**src/rtl/jt6295_rom_arb.sv**
```systemverilog
// Shared-ROM read arbiter: SLOTS requesters, per-slot last-address cache, one ROM access at a time.
// Latency: grant edge, then OKDLY+1 consecutive rom_ok cycles; slot_ok rises on the completing edge.
// Backpressure: slots hold slot_cs until slot_ok; rom_ok low stretches WAIT; one IDLE cycle between accesses.
module jt6295_rom_arb #(
    parameter int SLOTS = 4,
    parameter int AW    = 18,
    parameter int DW    = 8,
    parameter int OKDLY = 3,
    parameter int RR    = 0
) (
    input  logic                rst,
    input  logic                clk,
    input  logic [SLOTS-1:0]    slot_cs,
    input  logic [SLOTS*AW-1:0] slot_addr,
    output logic [SLOTS*DW-1:0] slot_dout,
    output logic [SLOTS-1:0]    slot_ok,
    output logic [AW-1:0]       rom_addr,
    output logic                rom_cs,
    input  logic [DW-1:0]       rom_data,
    input  logic                rom_ok
);

    localparam int IW = (SLOTS > 1) ? $clog2(SLOTS) : 1;

    typedef enum logic {
        IDLE = 1'b0,
        WAIT = 1'b1
    } state_t;

    state_t state, state_nxt;

    logic [AW-1:0]    last [SLOTS];
    logic [SLOTS-1:0] valid;
    logic [SLOTS-1:0] hit;
    logic [SLOTS-1:0] pending;
    logic             any_pend;
    logic [IW-1:0]    sel;
    logic [IW-1:0]    gnt;
    logic [IW-1:0]    rr_ptr;
    logic [2:0]       okcnt;
    logic             complete;
    logic [AW-1:0]    gnt_addr;
    logic             match;

    always_comb begin
        hit     = '0;
        pending = '0;
        for (int i = 0; i < SLOTS; i++) begin
            hit[i]     = valid[i] && (slot_addr[i*AW +: AW] == last[i]);
            pending[i] = slot_cs[i] && !hit[i];
        end
    end

    // Descending scan so the first candidate in search order is the one that sticks.
    always_comb begin
        sel      = '0;
        any_pend = |pending;
        if (RR == 0) begin
            for (int k = SLOTS - 1; k >= 0; k--) begin
                if (pending[k]) sel = IW'(k);
            end
        end else begin
            for (int k = SLOTS - 1; k >= 0; k--) begin
                if (pending[(int'(rr_ptr) + 1 + k) % SLOTS])
                    sel = IW'((int'(rr_ptr) + 1 + k) % SLOTS);
            end
        end
    end

    assign gnt_addr = slot_addr[int'(gnt)*AW +: AW];
    assign match    = (gnt_addr == rom_addr);
    assign complete = (state == WAIT) && rom_ok && (okcnt == 3'(OKDLY));

    always_ff @(posedge clk or posedge rst) begin
        if (rst) state <= IDLE;
        else     state <= state_nxt;
    end

    always_comb begin
        state_nxt = state;
        case (state)
            IDLE:    if (any_pend) state_nxt = WAIT;
            WAIT:    if (complete) state_nxt = IDLE;
            default: state_nxt = IDLE;
        endcase
    end

    always_ff @(posedge clk or posedge rst) begin
        if (rst) begin
            rom_cs   <= 1'b0;
            rom_addr <= '0;
            okcnt    <= '0;
            gnt      <= '0;
            rr_ptr   <= IW'(SLOTS - 1);
        end else if (state == IDLE) begin
            if (any_pend) begin
                gnt      <= sel;
                rr_ptr   <= sel;
                rom_addr <= slot_addr[int'(sel)*AW +: AW];
                rom_cs   <= 1'b1;
                okcnt    <= '0;
            end
        end else begin
            // Only an unbroken run of rom_ok counts towards completion.
            if (!rom_ok)
                okcnt <= '0;
            else if (okcnt < 3'(OKDLY))
                okcnt <= okcnt + 3'd1;
            if (complete)
                rom_cs <= 1'b0;
        end
    end

    always_ff @(posedge clk or posedge rst) begin
        if (rst) begin
            slot_dout <= '0;
            slot_ok   <= '0;
            valid     <= '0;
            for (int i = 0; i < SLOTS; i++) last[i] <= '0;
        end else begin
            slot_ok <= hit;
            if (complete) begin
                // The requester may have moved on while the ROM was busy; stale data is dropped.
                if (match) begin
                    slot_dout[int'(gnt)*DW +: DW] <= rom_data;
                    last[gnt]    <= rom_addr;
                    valid[gnt]   <= 1'b1;
                    slot_ok[gnt] <= 1'b1;
                end else begin
                    valid[gnt]   <= 1'b0;
                    slot_ok[gnt] <= 1'b0;
                end
            end
        end
    end

endmodule

```
**config.mk**
```make
export PLATFORM = sky130hd
export DESIGN_NAME = jt6295_rom_arb
export DESIGN_NICKNAME = d
export VERILOG_FILES = /design/src/rtl/jt6295_rom_arb.sv
export SDC_FILE = /design/constraint.sdc
export NUM_CORES = 1
export LEC_CHECK = 0
export BUFFER_PORTS_ARGS = -buffer_cell sky130_fd_sc_hd__buf_2
export CAP_MARGIN = 0
export CORE_MARGIN = 8
export CORE_UTILIZATION = 41
export CTS_CLUSTER_DIAMETER = 50
export CTS_CLUSTER_SIZE = 20
export DETAILED_ROUTE_END_ITERATION = 16
export GPL_ROUTABILITY_DRIVEN = 0
export PLACE_DENSITY = 0.76
export SLEW_MARGIN = 5
export SYNTH_ARGS = -nofsm -noshare
export SYNTH_HDL_FRONTEND = slang
export SYNTH_SLANG_ARGS = --single-unit
```
**constraint.sdc**
```tcl
create_clock -name clk -period 3.9 [get_ports clk]
set_clock_uncertainty 0.1 [all_clocks]
set_input_delay 0 -clock clk [delete_from_list [all_inputs] [get_ports clk]]
set_output_delay 0 -clock clk [all_outputs]
set_load 0.01 [all_outputs]
```
After elaboration in Yosys (flattened, before gate mapping)
Cells that the tools add are included.

word-level totals
  flip-flop bits (word level) = 137
  latch bits = 0
  bits in writable memories = 0
  memory bits (read-only) = 0
  input port bits = 87
  memories = 0

operators by class
  add/sub/neg operators = 2
  multipliers = 2
  div/mod/pow operators = 0
  magnitude comparators = 5
  equal/unequal tests = 8
  shift operators = 4
  muxes and demuxes = 23
  bitwise gates (word level) = 7
  reduce and logical (&&, ||, !) cells = 22

operators with widths
  operator                                                                  count
  72-bit by 8-bit variable part select with 18-bit output                   2
  18-bit equality test                                                      5
  72-bit bitwise mux                                                        1
  18-bit demux with 2-bit select                                            1
  5-bit negation with 33-bit output                                         1
  8-bit by 33-bit variable shift with 32-bit output (first input constant)  1
  8-bit by 33-bit variable part select with 32-bit output                   1
  32-bit bitwise mux                                                        1
  18-bit 2-to-1 mux                                                         1
  1-bit logical AND                                                         12
  2-bit by 4-bit multiplier with 6-bit output (second input constant)       2
  3-bit 2-to-1 mux                                                          4
  4-bit 2-to-1 mux                                                          3
  4-bit bitwise AND                                                         2
  2-bit 2-to-1 mux                                                          4
  4-bit OR                                                                  2
  2-bit AND reduction                                                       4
  1-bit 2-to-1 mux                                                          6
  1-bit logical NOT                                                         4
  4-bit inverter                                                            1
  4-bit OR reduction                                                        1
  3-bit by 1-bit adder with 3-bit output (second input constant)            1
  3-bit by 2-bit equality test with 1-bit output (second input constant)    1
  3-bit >= comparator (second input constant)                               1
  other kinds (11)                                                          11

Depth between registers and ports, before layout
Gate-level depths: netlist of run 1.

  depth in word-level cells = 10
  mapped depth = 9
  depth with buffers taken out = 7

Worst setup path before layout of run 1
No wires, ideal clock.

  path type = register -> register
  start point = reg gnt[1]
  end point = reg last[0] in the netlist's numbering
  library setup time = 0.125 ns
  data arrival time = 2.755 ns
  setup slack = 0.921 ns
  cell stages (with the launch flop) = 10
  cells stage by stage = dfrtp_1 > buf_4 > buf_2 > mux4_2 > xnor2_1 > nand4_1 > nor4_4 > nand2_2 > buf_2 > mux2_2

between the ends
  longest elaborated chain between the ends = 6

RTL lines
  element                                                                              RTL line  RTL
  from (decl)                                                                          38        logic [IW-1:0] gnt;
  from (signal assigned)                                                               97        gnt <= sel;
  branches (longest 6 deep; another with 2-bit by 4-bit multiplier with 6-bit output)  -
  to (signal, indexed assignment)                                                      126       last[gnt] <= rom_addr;
  to (decl)                                                                            32        logic [AW-1:0] last [SLOTS];

Parallel ways; which one is timed is not known.
A chain may end at the register's enable or synchronous reset.

Final worst setup path of run 1
  start point = reg gnt[1]
  end point = reg last[69] in the netlist's numbering

Same word-level chain as after synthesis.

==> flow_metrics.py, run 1 <==
metrics = {
    "logic_synthesis": {
        "synth_area_per_cell_um2": 11.1,
        "synth_cells": 678,
        "yosysTopAreaCellShare": 0.455,
        "synth_common_cells": "dfrtp_1, xnor2_1, mux2_2",
        "synth_edf_count": 0,
        "synth_xor_area_frac": 0.105,
        "yosysMostFrequentCell": "dfrtp_1",
        "synth_simple_gate_area_frac": 0.104,
        "ys_warn_count": 0,
        "yosys.cell_types.count": 36,
        "yosys.area.top_type": "dfrtp_1",
        "ys_async_sr_fraction": 1.00,
        "synthAdderAreaFrac": 0.0150,
        "synth-seq-cells": 137,
        "synth_area_leaders": "dfrtp_1, mux2_2, xnor2_1",
        "synth_top_family_by_area": "multiplexers",
        "seq_area_frac_synth": 0.455,
        "synth_ff_type": "dfrtp_1",
        "syn_area_um2": 7530,
        "synth_compound_area_frac": 0.0708,
        "synth_mux_area_frac": 0.204,
        "syn-num-nets": 774,
    },
    "critical_path": {
        "required_ps": 4100,
        "cp_slowest_cell": "dfrtp_1",
        "start_kind": "flip-flop",
        "r2r-start": "gnt[1]$_DFFE_PP0P_",
        "end_kind": "flip-flop",
        "critPathKind": "reg -> reg",
        "slowest_delay_ps": 650,
        "path_cells": "mux4_2 > xor2_1 > nor4_1 > nand3_1 > nor4_4 > nand2_1 > buf_4 > mux2_2",
        "r2r-end": "last[69]$_DFFE_PP0P_",
        "worst_r2r_path_depth": 8,
        "arrival_ps": 3830,
        "cp_max_fo": 12,
        "r2r_slack_ps": 260,
    },
    "floorplan": {
        "start_util": 0.418,
        "die_x_um": 152,
        "pin_count": 142,
        "row_count": 49,
        "core_area_um2": 18000,
        "die_h_um": 152,
        "die_area_um2": 23000,
    },
    "clock_tree": {
        "cts_tree": "yes",
        "cts_made_buffers": 17,
        "cts-root-buf": "clkbuf_16",
        "cts_htree_levels": 4,
        "cts.path.max_buffers": 2,
        "clk_pin_slew_ps": 60,
        "post_cts_buffers": 0,
        "clk_latency_ps": 420,
        "cts_sinks": 137,
    },
    "placement": {
        "placement.cell_area_um2": 8570,
        "hpwl_mm": 17.0,
        "port_buffers": 141,
    },
    "job": {
        "cap_violations": 0,
    },
    "min_path": {
        "hold_start": "slot_addr[58]",
        "whs_path_depth": 4,
        "hp-class": "in -> reg",
        "min_to": "rom_addr[4]$_DFFE_PP0P_",
    },
    "timing": {
        "period_needed_ps": 3640,
        "slew_headroom": 0.0958,
        "finalSetupViolCount": 0,
        "rsz0062_at_grt": "yes",
        "slew_violations": 0,
        "fmax_mhz": 275,
        "max_slew.worst_pin.slew_ps": 1350,
        "hold_violations": 0,
        "finalSetupTns_ps": 0,
        "post-route-period-util": 0.933,
    },
    "layout": {
        "area_growth_pct": 27.8,
        "drive_gt1_frac": 0.342,
        "finalInstanceArea_um2": 9620,
        "n_fill_cell": 1560,
        "nets": 969,
        "regArea_um2": 3430,
        "antenna_cells": 0,
        "multi_input_area_um2": 3790,
    },
    "power": {
        "vdd_drop_max_uv": 346,
        "power_leakage_nw": 4.80,
        "power_density_nw_per_um2": 482,
    },
    "route": {
        "drt-initial-drc-count": 467,
        "drc_errors": 0,
        "vias": 6154,
        "wl_per_cell_um": 21.0,
        "firstDrtPassIters": 5,
        "ant_nets": 0,
        "routed_wl_mm": 23.4,
        "vias_per_cell": 5.52,
    },
    "grt": {
        "grt_pass1_vias": 6416,
        "grt_first_pass_wirelength_mm": 36.1,
        "antenna_found_initial": 0,
        "overflow": 0,
        "grt_max_degree": 73,
        "grt_usage": 0.209,
    },
    "run_status": {
        "run_status": "finished clean",
    },
}
-- placed cells by master (no fill, tap or decap), types with 3 or more instances in the layout --
cell type	count
buf_2	141
dfrtp_1	137
xnor2_1	74
mux2_2	72
nand2_1	61
inv_1	61
dlygate4sd3_1	47
mux2i_1	32
nor2_1	25
a21oi_1	22
nand4_1	19
mux4_2	18
or3b_2	18
a221oi_1	18
o31ai_1	18
clkbuf_16	17
buf_4	17
xor2_1	16
nand3_1	10
o21ai_0	9
ha_1	9
nor3_1	5
clkbuf_8	5
clkinv_2	4
nor3b_1	3
nor4_1	3
and2_1	3
clkbuf_1	3
-- critical path: cells and delay by family (launching register included) --
kind / cells / cell delay, ps
buf+inv: 1 / 320
flops: 1 / 650
mux: 2 / 850
simple gates: 4 / 1420
xor+xnor: 1 / 150
-- area by class of cell --
cell class | count | area share
repair buffers | 205 | 0.136
clock buffers | 25 | 0.0525
clock inverters | 7 | 0.00676
well taps | 229 | 0.0298
multi-input cells | 450 | 0.394
inverters | 62 | 0.0247
flip-flops and latches | 137 | 0.356
-- worst max-delay path by stage --
stage / start / endpoint / slack [ps] / cells past startpoint
CTS: last[23]$_DFFE_PP0P_ / rom_addr[2]$_DFFE_PP0P_ / 90 / 10
global route: gnt[1]$_DFFE_PP0P_ / last[64]$_DFFE_PP0P_ / -3 / 8
floorplan: rst / asynchronous set/reset pin / 130 / 1
global placement: gnt[1]$_DFFE_PP0P_ / last[62]$_DFFE_PP0P_ / 380 / 8
finish: gnt[1]$_DFFE_PP0P_ / last[69]$_DFFE_PP0P_ / 260 / 8
detailed placement: gnt[1]$_DFFE_PP0P_ / last[69]$_DFFE_PP0P_ / 330 / 8
-- per-stage QoR --
step / setup slack (ps) / hold slack [ps] / std cells / utilization / power, mW
after CTS: 90.3 / 24.0 / 1115 / 0.533 / 4.65
final: 263 / 27.4 / 1115 / 0.534 / 4.64
after detailed placement: 332 / 55.6 / 1036 / 0.476 / 3.05
after global routing: -2.95 / 32.0 / 1115 / 0.534 / 4.87
after global placement: 384 / 55.6 / 1036 / 0.476 / 3.03
after floorplan: 132 / 33.8 / 678 / - / 2.57
-- registers in the layout (all words and copies together) (netlist names), named ones only --
signal,cells
rom_addr,18
slot_ok,4
slot_dout,32
okcnt,3
rom_cs,1
last,72
gnt,2
state,1
-- cells by family (layout without fill, tap and decap cells) --
group                      after synthesis  count (layout)
xor gates and xnor gates                90              90
DFF                                    137             137
muxes                                  122             122
and+or+nand+nor                        152             152
AOI/OAI and AO/OA                       77              77
buffers and inverters                   91             299
adders and majority gates                9               9
-- layer usage --
metal / track usage / part of all wire / up-vias
met5: 0 / 0 / -
met4: 0.0951 / 0.030 / 0
met3: 0.0633 / 0.087 / 51
met2: 0.323 / 0.48 / 292
met1: 0.265 / 0.41 / 3057
li1: - / - / 2754
-- power by group --
| part | internal (mW) | switching, mW | leakage [nW] |
|---|---|---|---|
| sequential | 1.54 | 0.265 | 1.70 |
| clock | 0.958 | 0.599 | 0.279 |
| combinational | 0.617 | 0.662 | 2.82 |
| total | 3.11 | 1.53 | 4.80 |
-- repair_timing --
| item | in CTS | in global routing |
|---|---|---|
| hold buffers | 47 | 0 |
| gates resized for setup | 0 | 1 |
| hold endpoints to repair | 125 | 0 |
| setup endpoints to repair | 0 | 4 |
Note: power is estimated with default switching activity, not from simulation.
==> run 2: changes to the inputs <==
- RECOVER_POWER: not set -> 25
==> flow_metrics.py, run 2 (synthesis results as in run 1) <==
metrics = {
    "timing": {
        "post-route-period-util": 0.934,
        "fmax_mhz": 274,
        "postLayoutSetupSlackWorst_ps": 256,
        "slew_headroom": -0.836,
        "slew_violations": 73,
        "finalSetupTns_ps": 0,
        "holdWs_ps": 27.1,
        "finalSetupViolCount": 0,
        "max_slew.worst_pin.slew_ps": 2750,
        "rsz0062_at_grt": "yes",
        "hold_violations": 0,
        "period_needed_ps": 3640,
    },
    "clock_tree": {
        "clk_latency_ps": 420,
        "post_cts_buffers": 0,
        "cts-root-buf": "clkbuf_16",
        "cts_tree": "yes",
        "cts_htree_levels": 4,
        "cts_sinks": 137,
        "cts.path.max_buffers": 2,
        "clk_pin_slew_ps": 60,
        "cts_made_buffers": 17,
    },
    "floorplan": {
        "die_h_um": 152,
        "start_util": 0.418,
        "die_x_um": 152,
        "core_area_um2": 18000,
        "row_count": 49,
        "die_area_um2": 23000,
        "pin_count": 142,
    },
    "power": {
        "power_density_nw_per_um2": 483,
        "power_leakage_nw": 4.78,
        "power.total_mw": 4.64,
        "vdd_drop_max_uv": 346,
    },
    "layout": {
        "n_fill_cell": 1559,
        "final_common_cell": "dfrtp_1",
        "fin_cells": 1115,
        "drive_gt1_frac": 0.330,
        "largest_reg_flops": 72,
        "reg_top3": "last x72, slot_dout x32, rom_addr x18",
        "nets": 969,
        "finalInstanceArea_um2": 9600,
        "largest_register": "last",
        "final_core_util": 0.533,
        "area_growth_pct": 27.5,
        "mostFrequentLayoutCells": "dfrtp_1, buf_2, xnor2_1",
        "antenna_cells": 0,
    },
    "critical_path": {
        "start_kind": "flip-flop",
        "r2r-start": "gnt[1]$_DFFE_PP0P_",
        "worstSetupStartpoint": "gnt[1]$_DFFE_PP0P_",
        "cp_max_fo": 12,
        "end_kind": "flip-flop",
        "r2r_slack_ps": 260,
        "arrival_ps": 3840,
        "required_ps": 4090,
        "critPathKind": "reg -> reg",
    },
    "route": {
        "wl_per_cell_um": 21.0,
        "ant_nets": 0,
        "vias": 6180,
        "drc_errors": 0,
        "drt-initial-drc-count": 471,
        "vias_per_cell": 5.54,
        "routed_wl_mm": 23.4,
        "firstDrtPassIters": 5,
    },
    "grt": {
        "grt_usage": 0.209,
        "grt_pass1_vias": 6416,
        "overflow": 0,
        "grt_max_degree": 73,
        "grt_first_pass_wirelength_mm": 36.1,
        "antenna_found_initial": 0,
    },
    "placement": {
        "dp_slack_ps": 332,
        "hpwl_mm": 17.0,
        "port_buffers": 141,
        "placement.cell_area_um2": 8570,
        "dp_cells": 1036,
    },
    "run_status": {
        "violations": "capacitance limit, slew limit",
        "run_status": "complete, but fails checks",
    },
    "min_path": {
        "hp-class": "in -> reg",
        "hold_start": "slot_addr[58]",
    },
    "job": {
        "cap_violations": 1,
    },
}
-- run 2: cell count changes in the layout (fill, tap and decap cells not counted), sizes merged --
cell / before / now
clkbuf: 25 / 35
buf: 158 / 148
-- run 2: worst paths after layout --
path | to | cells after the start
max | last[54]$_DFFE_PP0P_ | 8
min | rom_addr[4]$_DFFE_PP0P_ | 4
max reg2reg | last[54]$_DFFE_PP0P_ | 8
min reg2reg | flip-flop | 2
max in group asynchronous | asynchronous set/reset pin | 4
min in group asynchronous | slot_dout[12]$_DFFE_PP0P_ | 3
-- run 2: where the power goes --
group / switching, mW / internal [mW]
clock network: 0.596 / 0.958
registers: 0.266 / 1.54
logic: 0.661 / 0.616
total: 1.52 / 3.11
-- run 2: layout make-up --
class	instances	area, µm²	area share
well taps	229	287	0.0298
flip-flops and latches	137	3430	0.357
repair buffers	205	1290	0.134
multi-input cells	450	3790	0.395
inverters	62	233	0.0242
clock inverters	7	65.1	0.00678
clock buffers	25	505	0.0526
-- run 2: metal layers --
metal  vias up  global-route usage  routed length (µm)
met4         0              0.0951                 740
li1       2752                   -                   -
met2       298               0.323               11100
met3        54              0.0633                2060
met5         -                   0                   0
met1      3076               0.265                9490
-- run 2: what timing repair did --
| action | 4_1_cts | 5_1_grt |
|---|---|---|
| endpoints found under the setup margin | 0 | 4 |
| hold endpoints to repair | 125 | 0 |
| gates resized for setup | 0 | 1 |
| hold buffers | 47 | 0 |
-- run 2: worst max-delay path: stages, from the launching register on --
cell and delay, ps:
dfrtp_1 650, mux4_2 570, xor2_1 150, nor4_1 440, nand3_1 230, nor4_4 360, nand2_1 400, buf_4 320
mux2_2 290
==> run 3: changes to the inputs <==
- BUFFER_PORTS_ARGS: -buffer_cell sky130_fd_sc_hd__buf_2 -> -buffer_cell sky130_fd_sc_hd__clkbuf_2
- CELL_PAD_IN_SITES_DETAIL_PLACEMENT: not set -> 0
- CELL_PAD_IN_SITES_GLOBAL_PLACEMENT: not set -> 1
- CORE_UTILIZATION: 41 -> 40
- PLACE_DENSITY: 0.76 -> 0.89
==> flow_metrics.py, run 3 (synthesis results as in run 1) <==
metrics = {
    "clock_tree": {
        "cts-root-buf": "clkbuf_16",
        "cts_sinks": 137,
        "cts_htree_levels": 4,
        "cts.path.max_buffers": 2,
        "cts_tree": "yes",
        "cts_made_buffers": 17,
        "clk_latency_ps": 420,
        "clk_pin_slew_ps": 60,
        "cts_resized": 0,
        "post_cts_buffers": 0,
    },
    "critical_path": {
        "start_kind": "flip-flop",
        "critPathKind": "reg -> reg",
        "required_ps": 4110,
        "end_kind": "flip-flop",
        "cp_max_fo": 22,
        "arrival_ps": 3790,
    },
    "layout": {
        "final_common_cell": "dfrtp_1",
        "regArea_um2": 3430,
        "largest_register": "last",
        "antenna_cells": 0,
        "area_growth_pct": 28.3,
        "reg_top3": "last x72, slot_dout x32, rom_addr x18",
        "fin_cells": 1121,
        "nets": 971,
        "final_core_util": 0.520,
        "drive_gt1_frac": 0.336,
        "largest_reg_flops": 72,
        "finalInstanceArea_um2": 9660,
        "mostFrequentLayoutCells": "dfrtp_1, clkbuf_2, xnor2_1",
        "n_fill_cell": 1642,
        "multi_input_area_um2": 3790,
    },
    "floorplan": {
        "die_area_um2": 23500,
        "core_area_um2": 18600,
        "die_h_um": 153,
        "pin_count": 142,
        "die_x_um": 153,
        "start_util": 0.405,
        "row_count": 50,
    },
    "route": {
        "routed_wl_mm": 23.2,
        "vias_per_cell": 5.45,
        "drt-initial-drc-count": 536,
        "ant_nets": 0,
        "vias": 6108,
        "firstDrtPassIters": 5,
        "wl_per_cell_um": 20.7,
        "drc_errors": 0,
    },
    "power": {
        "power_density_nw_per_um2": 501,
        "power_leakage_nw": 4.87,
        "power.total_mw": 4.84,
        "vdd_drop_max_uv": 320,
    },
    "placement": {
        "placement.cell_area_um2": 8590,
        "dp_cells": 1043,
        "hpwl_mm": 17.1,
        "port_buffers": 141,
    },
    "timing": {
        "post-route-period-util": 0.919,
        "fmax_mhz": 279,
        "finalSetupViolCount": 0,
        "rsz0062_at_grt": "no",
        "max_slew.worst_pin.slew_ps": 2920,
        "slew_violations": 78,
        "finalSetupTns_ps": 0,
        "slew_headroom": -0.948,
        "period_needed_ps": 3580,
        "hold_violations": 0,
    },
    "grt": {
        "overflow": 0,
        "grt_first_pass_wirelength_mm": 36.0,
        "grt_pass1_vias": 6332,
        "grt_max_degree": 78,
        "grt_usage": 0.198,
        "antenna_found_initial": 0,
    },
    "job": {
        "cap_violations": 1,
    },
    "min_path": {
        "hp-class": "in -> reg",
    },
    "run_status": {
        "run_status": "complete, but fails checks",
        "violations": "capacitance limit, slew limit",
    },
}
## run 3: changes by cell type in the layout (fill, tap and decap cells not counted), sizes merged
cell      before  now
bufinv         1    3
clkbuf        35  159
clkinvlp       2    4
inv           62   64
buf          148   19
## run 3: cell type report
type | instances | area share
clock inverters | 13 | 0.0175
inverters | 62 | 0.0241
multi-input cells | 450 | 0.392
well taps | 234 | 0.0303
clock buffers | 18 | 0.0455
flip-flops and latches | 137 | 0.355
repair buffers | 207 | 0.136
## run 3: power breakdown
part	leakage [nW]	switching, mW	internal, mW	total (mW)
clock	0.285	0.632	1.02	1.65
combinational	2.89	0.702	0.703	1.41
sequential	1.70	0.243	1.54	1.78
total	4.87	1.58	3.26	4.84
## run 3: worst max-delay path, cell delays in order, from the launching register on
cell and delay [ps]:
dfrtp_1 390, xnor2_1 310, nand4_1 200, nor4_1 640, a21boi_2 150, buf_4 250
or3b_2 470, a221oi_1 290, o31ai_1 110, dlygate4sd3_1 550
## run 3: per-stage QoR
stage / worst slack, ps / hold slack [ps]
after floorplan: 132 / 33.8
after global placement: 477 / 68.5
after detailed placement: 424 / 76.1
after CTS: 349 / 44.1
after global routing: 154 / 64.4
final: 318 / 47.2
## run 3: timing repair
item                                   4_1_cts  5_1_grt
setup endpoints to repair                    0        0
endpoints found under the hold margin      130        0
hold buffers                                47        0
## run 3: path summary, 6_finish.rpt
path | startpoint | endpoint | slack [ps] | cells past startpoint
max | last[28]$_DFFE_PP0P_ | rom_addr[4]$_DFFE_PP0P_ | 320 | 9
min | slot_addr[43] | slot_ok[2]$_DFF_PP0_ | 50 | 6
max reg2reg | last[28]$_DFFE_PP0P_ | rom_addr[4]$_DFFE_PP0P_ | 320 | 9
min reg2reg | flip-flop | flip-flop | 380 | 2
max in group asynchronous | rst | rom_addr[14]$_DFFE_PP0P_ | 960 | 4
min in group asynchronous | rst | slot_dout[6]$_DFFE_PP0P_ | 1070 | 3
## run 3: routing by layer
metal	part of all wire	wire length [µm]	vias up	global-route usage
met4	0.026	608	0	0.0796
met2	0.48	11200	259	0.320
met3	0.057	1320	45	0.0383
met1	0.44	10100	3038	0.256
met5	0	0	-	0
li1	-	-	2766	-
